==> src/rtl/ex_alu_stage.sv <==
// rtl/ex_alu_stage.sv - registered execute-stage ALU with valid/ready writeback beats
//
// Purpose: executes ADD/SUB/MOVE as one writeback beat and SWAP as two beats
// (Rd <- Rs, then Rs <- Rd), holding upstream while a SWAP is in flight.
// Optional condition-flag register, enabled by defining ALU_FLAGS_EN; when it
// is undefined flag_z/flag_c/flag_v are tied to 0.
//
// Ports:
//   clk, reset_n             clock (rising edge), asynchronous active-low reset
//   in_valid, in_ready       ID/EX handshake
//   alu_control              000 ADD, 001 SUB, 010 MOVE, 011 SWAP, 1xx illegal
//   op_a, op_b, rd_a, rd_b   operands (Rd, Rs values) and their register addresses
//   out_valid, out_ready     EX/MEM handshake
//   result, result_rd        writeback data and register address
//   illegal                  beat came from an illegal code
//   flag_z, flag_c, flag_v   zero, carry/borrow, signed overflow
module ex_alu_stage #(
  parameter int WIDTH = 16,
  parameter int RADDR = 4
) (
  input  logic             clk,
  input  logic             reset_n,
  input  logic             in_valid,
  output logic             in_ready,
  input  logic [2:0]       alu_control,
  input  logic [WIDTH-1:0] op_a,
  input  logic [WIDTH-1:0] op_b,
  input  logic [RADDR-1:0] rd_a,
  input  logic [RADDR-1:0] rd_b,
  output logic             out_valid,
  input  logic             out_ready,
  output logic [WIDTH-1:0] result,
  output logic [RADDR-1:0] result_rd,
  output logic             illegal,
  output logic             flag_z,
  output logic             flag_c,
  output logic             flag_v
);

  localparam logic [1:0] S_IDLE  = 2'd0;
  localparam logic [1:0] S_HOLD  = 2'd1;
  localparam logic [1:0] S_SWAP1 = 2'd2;
  localparam logic [1:0] S_SWAP2 = 2'd3;

  localparam logic [2:0] OP_ADD  = 3'b000;
  localparam logic [2:0] OP_SUB  = 3'b001;
  localparam logic [2:0] OP_MOVE = 3'b010;
  localparam logic [2:0] OP_SWAP = 3'b011;

  logic [1:0]       state;
  logic [1:0]       state_nxt;
  logic [WIDTH-1:0] swap_data;
  logic [RADDR-1:0] swap_rd;
  logic             accept;
  logic             consumed;

  logic [WIDTH-1:0] sum;
  logic [WIDTH-1:0] diff;
  logic [WIDTH-1:0] load_result;
  logic             load_illegal;
  logic [1:0]       load_state;

  // SWAP2 deliberately refuses input even when its beat drains: the cycle
  // after a SWAP is always a bubble.
  assign in_ready  = (state == S_IDLE) || ((state == S_HOLD) && out_ready);
  assign out_valid = (state != S_IDLE);
  assign accept    = in_valid && in_ready;
  assign consumed  = out_valid && out_ready;

  assign sum  = op_a + op_b;
  assign diff = op_a - op_b;

  // Beat produced by an accepted operation, and where the FSM goes with it.
  always_comb begin
    load_result  = '0;
    load_illegal = 1'b0;
    load_state   = S_HOLD;
    case (alu_control)
      OP_ADD:  load_result = sum;
      OP_SUB:  load_result = diff;
      OP_MOVE: load_result = op_b;
      OP_SWAP: begin
        load_result = op_b;
        load_state  = S_SWAP1;
      end
      default: load_illegal = 1'b1;
    endcase
  end

  always_comb begin
    state_nxt = state;
    case (state)
      S_IDLE:  if (accept) state_nxt = load_state;
      S_HOLD: begin
        if (accept)        state_nxt = load_state;
        else if (consumed) state_nxt = S_IDLE;
      end
      S_SWAP1: if (consumed) state_nxt = S_SWAP2;
      S_SWAP2: if (consumed) state_nxt = S_IDLE;
    endcase
  end

  always_ff @(posedge clk or negedge reset_n) begin
    if (!reset_n) begin
      state     <= S_IDLE;
      result    <= '0;
      result_rd <= '0;
      illegal   <= 1'b0;
      swap_data <= '0;
      swap_rd   <= '0;
    end else begin
      state <= state_nxt;
      if (accept) begin
        result    <= load_result;
        result_rd <= rd_a;
        illegal   <= load_illegal;
        // Second SWAP beat writes old Rd value into Rs.
        if (alu_control == OP_SWAP) begin
          swap_data <= op_a;
          swap_rd   <= rd_b;
        end
      end else if ((state == S_SWAP1) && consumed) begin
        result    <= swap_data;
        result_rd <= swap_rd;
        illegal   <= 1'b0;
      end
    end
  end

`ifdef ALU_FLAGS_EN
  logic [WIDTH:0] sum_ext;
  logic [WIDTH:0] diff_ext;
  logic           add_v;
  logic           sub_v;

  // The extra MSB of the widened sum is the carry; of the widened difference,
  // the borrow (set exactly when op_a < op_b unsigned).
  assign sum_ext  = {1'b0, op_a} + {1'b0, op_b};
  assign diff_ext = {1'b0, op_a} - {1'b0, op_b};
  assign add_v = (op_a[WIDTH-1] == op_b[WIDTH-1]) && (sum[WIDTH-1]  != op_a[WIDTH-1]);
  assign sub_v = (op_a[WIDTH-1] != op_b[WIDTH-1]) && (diff[WIDTH-1] != op_a[WIDTH-1]);

  always_ff @(posedge clk or negedge reset_n) begin
    if (!reset_n) begin
      flag_z <= 1'b0;
      flag_c <= 1'b0;
      flag_v <= 1'b0;
    end else if (accept && (alu_control == OP_ADD)) begin
      flag_z <= (sum == '0);
      flag_c <= sum_ext[WIDTH];
      flag_v <= add_v;
    end else if (accept && (alu_control == OP_SUB)) begin
      flag_z <= (diff == '0);
      flag_c <= diff_ext[WIDTH];
      flag_v <= sub_v;
    end
  end
`else
  assign flag_z = 1'b0;
  assign flag_c = 1'b0;
  assign flag_v = 1'b0;
`endif

endmodule

==> config.mk <==
export PLATFORM = sky130hd
export DESIGN_NAME = ex_alu_stage
export DESIGN_NICKNAME = d
export VERILOG_FILES = /design/src/rtl/ex_alu_stage.sv
export SDC_FILE = /design/constraint.sdc
export NUM_CORES = 1
export LEC_CHECK = 0
export ABC_CLOCK_PERIOD_IN_PS = 2100
export BUFFER_PORTS_ARGS = -buffer_cell sky130_fd_sc_hd__buf_4
export CORE_MARGIN = 2
export CORE_UTILIZATION = 30
export CTS_CLUSTER_DIAMETER = 30
export DETAILED_ROUTE_END_ITERATION = 16
export GPL_TIMING_DRIVEN = 0
export MAX_ROUTING_LAYER = met4
export PLACE_DENSITY = 0.58
export SETUP_SLACK_MARGIN = 0.1
export SLEW_MARGIN = 15
export SYNTH_ARGS = -nofsm -noshare
export SYNTH_HDL_FRONTEND = slang
export SYNTH_SLANG_ARGS = --single-unit
==> constraint.sdc <==
create_clock -name clk -period 2.1 [get_ports clk]
set_clock_uncertainty 0.1 [all_clocks]
set_input_delay 0.105 -clock clk [delete_from_list [all_inputs] [get_ports clk]]
set_output_delay 0.105 -clock clk [all_outputs]
set_load 0.03 [all_outputs]
After elaboration in Yosys (flattened, before gate mapping) --
Index checks and enable logic that the tools add are counted.
Cells by class: add/subtract/negate cells 2, eq/ne operators 8, mux-type cells 14, reduce and logical (&&, ||, !) cells 13
Operator list (number):
- 16-bit one-hot mux with 3 select lines | 1
- 16-bit 2-to-1 mux | 2
- 16-bit adder | 1
- 16-bit subtractor | 1
- 2-bit 2-to-1 mux | 5
- 4-bit 2-to-1 mux | 2
- 2-bit one-hot mux with 4 select lines | 1
- 3-bit by 2-bit == test with 1-bit output (second input constant) | 2
- 2-bit == test (second input constant) | 2
- 1-bit logical AND | 4
- 2-bit != test (second input constant) | 2
- 2-bit AND reduction | 2
- 2-bit nonzero test | 2
- 4-bit OR reduction | 1
- 3-bit by 1-bit == test with 1-bit output (second input constant) | 1
- 3-bit logical NOT | 1
- 1-bit 2-to-1 mux | 3
- 2-bit by 1-bit == test with 1-bit output (second input constant) | 1
- 2-bit logical NOT | 1
- 2-bit OR reduction | 1
- 1-bit logical OR | 1
Storage, ports and cells: bits in registers 43, input bits 47, output and inout port bits 26, logic and storage cells 43

Depth between registers and ports, before layout --
Gate-level depths: netlist of the first run.
depth in word-level cells 6, gate-level depth with buffers 15

Least setup slack after synthesis of the first run --
No wires, ideal clock.
path type input to register, start input op_b[0], end register result[15], library setup time 66 ps, arrival time 2943 ps, data required time 1934 ps, path slack -1009 ps, cell stages on the path 15, cell sequence inv_1 ha_1 nand2b_1 or4_1 nor2_1 a21oi_1 xnor2_1 ha_1 buf_4 a21o_1 a221o_1 or3_1 o221ai_2 mux2_2 nand2_1
Between the ends: word-level cells in the longest chain between the ends 3
Ends and longest elaborated chain:
- start, declared | line 27 | input logic [WIDTH-1:0] op_b,
- 16-bit subtractor or 16-bit adder (tied branches) | line 71, 70
- 16-bit one-hot mux with 3 select lines (*) | line 78 | case (alu_control)
- 16-bit 2-to-1 mux (*) | line 113 | if (accept) begin
- end signal, assigned | line 114 | result <= load_result;
- end signal, assigned | line 123 | result <= swap_data;
- end, declared | line 32 | output logic [WIDTH-1:0] result,
Every way passes the cells marked *; elsewhere a longest branch is shown, timed or not. A chain may end at the register's enable or synchronous reset.

Worst setup path in the final report of the first run --
Ends and elaborated chain as after synthesis.

==> flow_metrics.env, run 1 <==
export IMPL_n_antenna_cell=0
export IMPL_cp_start_kind="primary input"
export IMPL_grt_pass1_wl_um=16670
export IMPL_setup_viol_count_final=12
export IMPL_port_buffer_count=69
export IMPL_via_per_inst=5.258
export IMPL_synth_edff_count=0
export IMPL_core_area_um2=10280
export IMPL_drt_wl_total_um=10730
export IMPL_hold_path_class="in2reg"
export IMPL_clock_latency_ns=0.29
export IMPL_antenna_left=0
export IMPL_p_leak_nw=2.227
export IMPL_rsz0062_at_grt="true"
export IMPL_synthesis_instances=352
export IMPL_ys_types=58
export IMPL_die_h_um=106.9
export IMPL_grt_start_max_net_pins=44
export IMPL_synth_seq_cells=43
export IMPL_fin_crit_ns=2.978
export IMPL_cap_viol_max_count=0
export IMPL_cts_root_buf="clkbuf_8"
export IMPL_tns_ns=-4.930
export IMPL_ys_flop_type="dfrtp_1"
export IMPL_cts_tree="done"
export IMPL_ios=73
export IMPL_drc=0
export IMPL_grt_overflow_total=0
export IMPL_first_pass_iters=4
export IMPL_post_place_ws_ns=-1.350
export IMPL_hold_ws_ns=-0.009651
export IMPL_cts_sinks=43
export IMPL_synth_area_um2=3174
export IMPL_clk_pin_slew_ns=0.08
export IMPL_row_count=37
export IMPL_instances_no_fill=617
export IMPL_crit_buf_inv=3
export IMPL_worst_pin_slew_ns=0.5588
export IMPL_slew_violations=0
export IMPL_violations="negative hold slack, negative setup slack"
export IMPL_yosysSeqAreaShare=0.3390
export IMPL_vdd_drop_max_uv=469.2
export IMPL_cts_buffer_depth=2
export IMPL_fin_ws_ns=-0.8784
export IMPL_cts_buffers=5
export IMPL_cpMaxStageDelayCell="or4_4"
export IMPL_drive_gt1_frac=0.4054
export IMPL_period_share=1.418
export IMPL_path_cells="buf_12 > inv_12 > ha_4 > nand2b_4 > or4_4 > nor2_4 > a21oi_2 > xnor2_1 > ha_1 > buf_6 > a21o_1 > a221o_1 > or3_1 > o221ai_2 > mux2_4 > nand2_2"
export IMPL_p_per_area_nw_per_um2=680.0
export IMPL_drt_initial_drc_count=162
export IMPL_worstSetupEndpointType="register"
export IMPL_dpl_hpwl_um=7600
export IMPL_initial_core_util=0.3089
export IMPL_gp_congestion=0.8647
export IMPL_h_tree_depth=2
export IMPL_ff2ff_setup_slack_ns=-0.04
export IMPL_syn_area_per_cell_um2=9.018
export IMPL_fmax_mhz=335.8
export IMPL_nNetsFinal=544
export IMPL_status="finished, violations left"
export IMPL_grt_pass1_vias=3360
export IMPL_max_slew_margin=0.6275
export IMPL_num_vias=3244
export IMPL_track_usage=0.1899
export IMPL_area_delta_synth_final_pct=53.65
export IMPL_design_die_area_um2=11420
export IMPL_post_drt_wl_per_cell_um=17.38
export IMPL_cp_max_fo=4
export IMPL_antenna_found_initial=0
export IMPL_final_hold_violation_count=1
export IMPL_dp_cells=559
export IMPL_cp_required_ns=2.24
export IMPL_critPathTopFamily="simple AND/OR/NAND/NOR gates"
export IMPL_critPathKind="in2reg"
export IMPL_slowest_delay_ns=0.44
export IMPL_die_x_um=106.9
export IMPL_yosysWarnings=0
export IMPL_crit_arrival_ns=3.11
export IMPL_async_flop_share=1.000
export IMPL_final_core_util=0.4746
==> cells by family after synthesis <==
kind of cell / synth area share
AND/OR/NAND/NOR: 0.1719
multiplexers: 0.1159
XOR/XNOR: 0.04691
flip-flops: 0.3390
buffers and inverters: 0.04809
AO/OA/AOI/OAI: 0.2077
adder cells (fa/ha/maj): 0.06937
other: 0.001181
==> path summary, 6_finish.rpt <==
path | end | depth (start not counted) | startpoint
max | result[15] | 16 | op_b[0]
min in group asynchronous | result[15] | 2 | reset_n
max in group asynchronous | swap_data[4] | 2 | reset_n
max reg2reg | result[15] | 6 | state[1]
min reg2reg | result_rd[0] | 2 | result_rd[0]
min | illegal | 3 | alu_control[2]
==> through the flow <==
stage	power, mW	instance area, µm²
floorplan	2.066	3358
global placement	2.521	4046
detailed placement	2.548	4046
CTS	3.208	4686
global route	3.512	4877
finish	3.317	4877
==> tightest hold or removal path, stage by stage <==
cell and delay [ns]:
buf_6 0.11, nand2_1 0.07, nand2_1 0.07
==> synthesized netlist by cell type, drive strengths merged (6+ instances only) <==
master / n / area (µm²)
a21o: 14 / 105.1
a21oi: 30 / 150.1
a31oi: 10 / 62.56
buf: 10 / 66.31
clkbuf: 7 / 26.28
dfrtp: 43 / 1076
ha: 16 / 200.2
inv: 16 / 60.05
mux2: 22 / 247.7
mux2i: 12 / 120.1
nand2: 39 / 146.4
nand3: 7 / 35.03
nor2: 23 / 86.33
nor2b: 6 / 37.54
nor3: 7 / 40.04
o21ai: 9 / 45.04
o22ai: 7 / 43.79
xnor2: 15 / 131.4
==> sequential cells by signal, summed over array words and instances (netlist names) <==
| register | cells |
|---|---|
| swap_data | 16 |
| illegal | 1 |
| swap_rd | 4 |
| result_rd | 4 |
| result | 16 |
| state | 2 |
==> per-layer routing <==
| metal | GRT usage | share of wire | wire length, µm |
|---|---|---|---|
| met1 | 0.2470 | 0.43 | 4602 |
| met2 | 0.3076 | 0.49 | 5286 |
| met3 | 0.03465 | 0.064 | 684 |
| met4 | 0.04731 | 0.014 | 151 |
| met5 | - | 0 | 0 |
==> power by group <==
group	switching [mW]	total [mW]	internal [mW]	leakage, nW
logic	0.867	1.62	0.751	1.65
registers	0.136	1.19	1.05	0.531
clock network	0.285	0.514	0.228	0.0477
total	1.29	3.32	2.03	2.23
==> final cells by class <==
cell class	instances	area, µm²
fillers	1023	5400
clock inverters	3	15.01
well taps	136	170.2
repair buffers	119	1031
multi-input cells	278	2280
flip-flops and latches	43	1076
inverters	16	98.84
clock buffers	5	68.82
plain buffers	17	137.6
==> cells in the final DEF, fill, tap and decap left out, types with 3 or more instances in the layout <==
cell / instances
and3_1: 3
ha_1: 13
a31oi_1: 8
a21o_1: 12
a21oi_1: 15
or3_1: 3
nor3_1: 4
buf_6: 10
o21ai_0: 5
xnor2_1: 14
dlygate4sd3_1: 28
nor2b_1: 4
nand2_1: 37
nor2_1: 17
buf_4: 85
a22oi_1: 4
o211ai_1: 3
a21oi_4: 5
a31o_2: 4
mux2_2: 17
nor2_4: 6
clkinv_2: 3
clkbuf_8: 5
mux2_1: 3
a21oi_2: 10
clkbuf_2: 4
conb_1: 3
nand3_1: 6
o22ai_1: 7
buf_12: 3
dfrtp_1: 43
mux2i_1: 12
inv_1: 12
nand2b_1: 4
==> timing repair <==
item                       in CTS  in global routing
setup buffers                  20                 12
hold buffers                   28                  0
pin swaps                      24                 26
setup endpoints to repair      33                 35
resized for setup              37                 38
hold endpoints to repair       70                  0
No activity file was read; power rests on OpenSTA's default activity.
==> run 2: changes to the inputs <==
--- a/config.mk
+++ b/config.mk
@@ -7,8 +7,8 @@
 export LEC_CHECK = 0
 export ABC_CLOCK_PERIOD_IN_PS = 2100
 export BUFFER_PORTS_ARGS = -buffer_cell sky130_fd_sc_hd__buf_4
-export CORE_MARGIN = 2
 export CORE_UTILIZATION = 30
+export CTS_BUF_LIST = sky130_fd_sc_hd__clkbuf_4
 export CTS_CLUSTER_DIAMETER = 30
 export DETAILED_ROUTE_END_ITERATION = 16
 export GPL_TIMING_DRIVEN = 0
==> flow_metrics.env, run 2 (same netlist as run 1, synthesis figures left out) <==
export IMPL_antenna_found_initial=1
export IMPL_slowest_delay_ns=0.44
export IMPL_worst_pin_slew_ns=0.6225
export IMPL_top_layer_used="met4"
export IMPL_power_total_mw=3.515
export IMPL_track_usage=0.1988
export IMPL_cp_start_kind="primary input"
export IMPL_first_pass_iters=4
export IMPL_setup_viol_count_final=12
export IMPL_die_h_um=104.9
export IMPL_drt_wl_total_um=10720
export IMPL_critPathTopFamily="simple AND/OR/NAND/NOR gates"
export IMPL_fin_ws_ns=-0.8305
export IMPL_tns_ns=-5.187
export IMPL_critPathKind="in2reg"
export IMPL_fin_crit_ns=2.930
export IMPL_drc=0
export IMPL_holdBufCountCts=30
export IMPL_status="finished, violations left"
export IMPL_gp_congestion=0.8452
export IMPL_p_per_area_nw_per_um2=695.0
export IMPL_violations="negative hold slack, negative setup slack"
export IMPL_worstSetupEndpointType="register"
export IMPL_fin_area_um2=5057
export IMPL_cp_max_fo=4
export IMPL_path_cells="buf_12 > inv_12 > ha_4 > nand2b_4 > or4_4 > nor2_4 > a21oi_2 > xnor2_1 > ha_1 > buf_6 > a21o_1 > a221o_1 > or3_1 > o221ai_2 > mux2_4 > nand2_2"
export IMPL_final_hold_violation_count=1
export IMPL_placed_area_um2=4046
export IMPL_num_vias=3299
export IMPL_antenna_left=0
export IMPL_die_x_um=104.9
export IMPL_final_common_cell="buf_4"
export IMPL_crit_buf_inv=3
export IMPL_cts_root_buf="clkbuf_4"
export IMPL_grt_start_max_net_pins=44
export IMPL_grt_pass1_vias=3385
export IMPL_initial_core_util=0.3089
export IMPL_fmax_mhz=341.2
export IMPL_drt_met1_wl_um=4882
export IMPL_met3_length_um=505
export IMPL_drt_initial_drc_count=160
export IMPL_row_count=37
export IMPL_grt_pass1_wl_um=16840
export IMPL_dpl_hpwl_um=7413
export IMPL_p_leak_nw=2.321
export IMPL_via_per_inst=5.237
export IMPL_rsz0062_at_grt="true"
export IMPL_post_place_ws_ns=-1.341
export IMPL_area_delta_synth_final_pct=59.32
export IMPL_crit_arrival_ns=3.14
export IMPL_cpMaxStageDelayCell="or4_4"
export IMPL_drive_gt1_frac=0.4260
export IMPL_hold_path_class="in2reg"
export IMPL_clk_pin_slew_ns=0.14
export IMPL_period_share=1.395
export IMPL_max_slew_margin=0.5850
export IMPL_cts_buffers=5
export IMPL_vdd_drop_max_uv=423.2
export IMPL_clock_latency_ns=0.36
export IMPL_hold_ws_ns=-0.08181
export IMPL_h_tree_depth=2
export IMPL_wl_met2_um=5172
export IMPL_cts_tree="done"
export IMPL_cp_required_ns=2.31
export IMPL_cap_viol_max_count=0
export IMPL_nNetsFinal=556
export IMPL_port_buffer_count=69
export IMPL_ios=73
export IMPL_slew_violations=0
export IMPL_layout_common_cells="buf_4 (89), dfrtp_1 (43), nand2_1 (34)"
export IMPL_post_drt_wl_per_cell_um=17.01
export IMPL_core_area_um2=10280
export IMPL_cts_sinks=43
export IMPL_cts_buffer_depth=2
export IMPL_grt_overflow_total=0
export IMPL_largestRegisters="result: 16 flops, swap_data: 16 flops"
export IMPL_design_die_area_um2=11000
## run 2: changes by cell type in the layout (fill, tap and decap cells not counted), sizes merged
cell / delta
clkinv: -2
clkbuf: +1
inv: -1
buf: +10
dlygate4sd3: +2
diode: +1
bufinv: +2
## run 2: cell type report
type                       instances  area, µm²
multi-input combinational        278       2301
clock inverter                     2      60.06
tap                              136      170.2
clock buffer                       6      45.04
inverter                          16      101.3
timing repair buffer             131       1165
antenna                            1      2.502
buffer                            17      136.4
sequential                        43       1076
fill                             966       5220
## run 2: per-layer routing
| layer | global-route usage | vias to the layer above |
|---|---|---|
| li1 | - | 1568 |
| met1 | 0.2547 | 1619 |
| met2 | 0.3330 | 97 |
| met3 | 0.02870 | 15 |
| met4 | 0.04326 | 0 |
| met5 | - | - |
## run 2: where the power goes
part,internal (mW),switching [mW],total (mW)
Combinational,0.781,0.880,1.66
Sequential,1.05,0.131,1.18
Clock,0.384,0.292,0.676
Total,2.21,1.30,3.52
## run 2: per-stage QoR
step	hold slack, ns	instances	util
2_1_floorplan	-0.2906	354	-
3_3_place_gp	0.03351	559	0.3937
3_5_place_dp	0.04402	559	0.3937
4_1_cts	-0.08981	622	0.4720
5_1_grt	-0.09298	630	0.4921
6_report	-0.08181	630	0.4921
## run 2: path summary, 6_finish.rpt
kind | startpoint | end | slack (ns) | cells past startpoint
worst min register to register | result_rd[3] | result_rd[3] | 0.39 | 2
worst max register to register | state[1] | result[15] | -0.03 | 6
max in group asynchronous | reset_n | result[3] | 1.34 | 2
worst min-delay path | op_a[8] | swap_data[8] | -0.08 | 2
min in group asynchronous | reset_n | swap_data[12] | 0.15 | 2
worst max-delay path | op_b[0] | result[15] | -0.83 | 16
## run 2: what timing repair did
item,CTS,global route
resized for setup,47,36
endpoints found under the setup margin,33,39
buffers inserted,25,8
endpoints found under the hold margin,76,1
pin swaps,33,20
==> run 3: changes to the inputs <==
--- a/config.mk
+++ b/config.mk
@@ -5,7 +5,7 @@
 export SDC_FILE = /design/constraint.sdc
 export NUM_CORES = 1
 export LEC_CHECK = 0
-export ABC_CLOCK_PERIOD_IN_PS = 2100
+export ABC_CLOCK_PERIOD_IN_PS = 2530
 export BUFFER_PORTS_ARGS = -buffer_cell sky130_fd_sc_hd__buf_4
 export CORE_UTILIZATION = 30
 export CTS_BUF_LIST = sky130_fd_sc_hd__clkbuf_4
@@ -13,7 +13,7 @@
 export DETAILED_ROUTE_END_ITERATION = 16
 export GPL_TIMING_DRIVEN = 0
 export MAX_ROUTING_LAYER = met4
-export PLACE_DENSITY = 0.58
+export PLACE_DENSITY = 0.59
 export SETUP_SLACK_MARGIN = 0.1
 export SLEW_MARGIN = 15
 export SYNTH_ARGS = -nofsm -noshare
==> constraint.sdc (replaced) <==
create_clock -name clk -period 2.53 [get_ports clk]
set_clock_uncertainty 0.1 [all_clocks]
set_input_delay 0.1265 -clock clk [delete_from_list [all_inputs] [get_ports clk]]
set_output_delay 0.1265 -clock clk [all_outputs]
set_load 0.03 [all_outputs]
==> flow_metrics.env, run 3 (same netlist as run 1, synthesis figures left out) <==
export IMPL_hold_start="alu_control[2]"
export IMPL_setup_viol_count_final=3
export IMPL_largestRegisters="result: 16 flops, swap_data: 16 flops"
export IMPL_register_area_um2=1076
export IMPL_fillers=994
export IMPL_p_sw_mw=1.063
export IMPL_period_share=1.159
export IMPL_cp_max_fo=3
export IMPL_slowest_delay_ns=0.45
export IMPL_fmax_mhz=341.0
export IMPL_first_pass_iters=4
export IMPL_rsz0062_at_grt="true"
export IMPL_vdd_drop_max_uv=321.2
export IMPL_multi_input_area_um2=2252
export IMPL_worstSetupEndpointType="register"
export IMPL_grt_pass1_vias=3138
export IMPL_violations="negative setup slack"
export IMPL_antenna_left=0
export IMPL_dpl_hpwl_um=7332
export IMPL_pwr_share_comb=0.496
export IMPL_tns_ns=-0.7915
export IMPL_worst_pin_slew_ns=0.6139
export IMPL_hold_path_class="in2reg"
export IMPL_die_h_um=104.9
export IMPL_final_core_util=0.4694
export IMPL_design_die_area_um2=11000
export IMPL_hold_ws_ns=0.02123
export IMPL_p_per_area_nw_per_um2=551.0
export IMPL_drc=0
export IMPL_cts_sinks=43
export IMPL_gp_congestion=0.8310
export IMPL_h_tree_depth=2
export IMPL_ff2ff_setup_slack_ns=0.31
export IMPL_p_leak_nw=2.199
export IMPL_antenna_found_initial=0
export IMPL_n_antenna_cell=0
export IMPL_cp_start_kind="primary input"
export IMPL_swShare=0.3998
export IMPL_cts_tree="done"
export IMPL_status="finished, violations left"
export IMPL_drive_gt1_frac=0.3835
export IMPL_grt_pass1_wl_um=15760
export IMPL_pwr_share_seq=0.367
export IMPL_slew_violations=0
export IMPL_path_cells="buf_12 > inv_12 > ha_4 > nand2b_4 > or4_4 > nor2_4 > a21oi_2 > xnor2_1 > ha_1 > buf_6 > a21o_1 > a221o_1 > or3_4 > o221ai_4 > mux2_4 > nand2_2"
export IMPL_cpMaxStageDelayCell="or4_4"
export IMPL_post_drt_wl_per_cell_um=16.45
export IMPL_pwr_share_clk=0.137
export IMPL_internal_power_mw=1.596
export IMPL_area_delta_synth_final_pct=51.99
export IMPL_layout_common_cells="buf_4 (84), dfrtp_1 (43), nand2_1 (38)"
export IMPL_met1_usage=0.2426
export IMPL_crit_arrival_ns=3.15
export IMPL_ios=73
export IMPL_via_per_inst=5.113
export IMPL_nNetsFinal=548
export IMPL_core_area_um2=10280
export IMPL_fin_ws_ns=-0.4028
export IMPL_grtUsageMet3=0.03369
export IMPL_critPathTopFamily="simple AND/OR/NAND/NOR gates"
export IMPL_final_hold_violation_count=0
export IMPL_met2_usage=0.3032
export IMPL_cts_buffers=5
export IMPL_grt_overflow_total=0
export IMPL_num_vias=3175
export IMPL_final_common_cell="buf_4"
export IMPL_critPathKind="in2reg"
export IMPL_reg2reg_from="state[0]"
export IMPL_crit_start="op_b[0]"
export IMPL_cts_buffer_depth=2
export IMPL_die_x_um=104.9
export IMPL_fin_crit_ns=2.933
export IMPL_track_usage=0.1869
export IMPL_port_buffer_count=69
export IMPL_fin_area_um2=4825
export IMPL_cap_viol_max_count=0
export IMPL_drt_wl_total_um=10210
export IMPL_top_usage_layer="met2"
export IMPL_initial_core_util=0.3089
export IMPL_crit_buf_inv=3
export IMPL_cts_root_buf="clkbuf_4"
export IMPL_clk_pin_slew_ns=0.14
export IMPL_max_slew_margin=0.5907
export IMPL_row_count=37
export IMPL_clock_latency_ns=0.37
export IMPL_drt_initial_drc_count=155
export IMPL_cp_required_ns=2.75
export IMPL_grt_start_max_net_pins=44
export IMPL_placed_area_um2=3979
-- run 3: worst min-delay path, stage by stage --
cell,delay [ns]
buf_4,0.12
inv_4,0.05
a21oi_1,0.12
a31oi_1,0.05
-- run 3: routing by layer --
layer / vias to the layer above / wire, µm
met5: - / 0
met4: 0 / 173
met3: 15 / 506
met2: 89 / 5038
met1: 1530 / 4496
li1: 1541 / -
-- run 3: power groups by stage --
stage	Combinational, mW	Clock [mW]	Sequential, mW
2_1_floorplan	0.573	0	1.13
3_3_place_gp	1.09	0	0.984
3_5_place_dp	1.10	0	0.987
4_1_cts	1.20	0.375	0.973
5_1_grt	1.42	0.404	0.999
6_report	1.32	0.365	0.975
-- run 3: what timing repair did --
action | in CTS | in global routing
endpoints found under the setup margin | 9 | 9
hold buffers | 31 | 0
hold endpoints to repair | 74 | 0
setup buffers | 11 | 12
gates resized for setup | 20 | 45
pin swaps | 11 | 18
-- run 3: metrics by stage --
| step | worst slack [ns] | power, mW | cells |
|---|---|---|---|
| global route | -0.4865 | 2.823 | 621 |
| detailed placement | -0.9391 | 2.090 | 559 |
| CTS | -0.3670 | 2.547 | 609 |
| floorplan | -0.5002 | 1.700 | 354 |
| global placement | -0.8989 | 2.071 | 559 |
| finish | -0.4028 | 2.658 | 621 |
-- run 3: area by class of cell --
class                   instances  share of cell area
well taps                     136             0.03527
flip-flops and latches         43              0.2230
inverters                      16             0.01919
plain buffers                  17             0.02438
repair buffers                123              0.2186
multi-input cells             278              0.4668
clock buffers                   5            0.007780
clock inverters                 3            0.004927
-- run 3: worst paths after layout --
kind	end	cells past startpoint
setup / recovery	result[15]	16
hold / removal	result[0]	4
setup reg to reg	swap_data[14]	6
hold reg to reg	result_rd[3]	2
max in group asynchronous	result[2]	2
min in group asynchronous	swap_data[13]	2
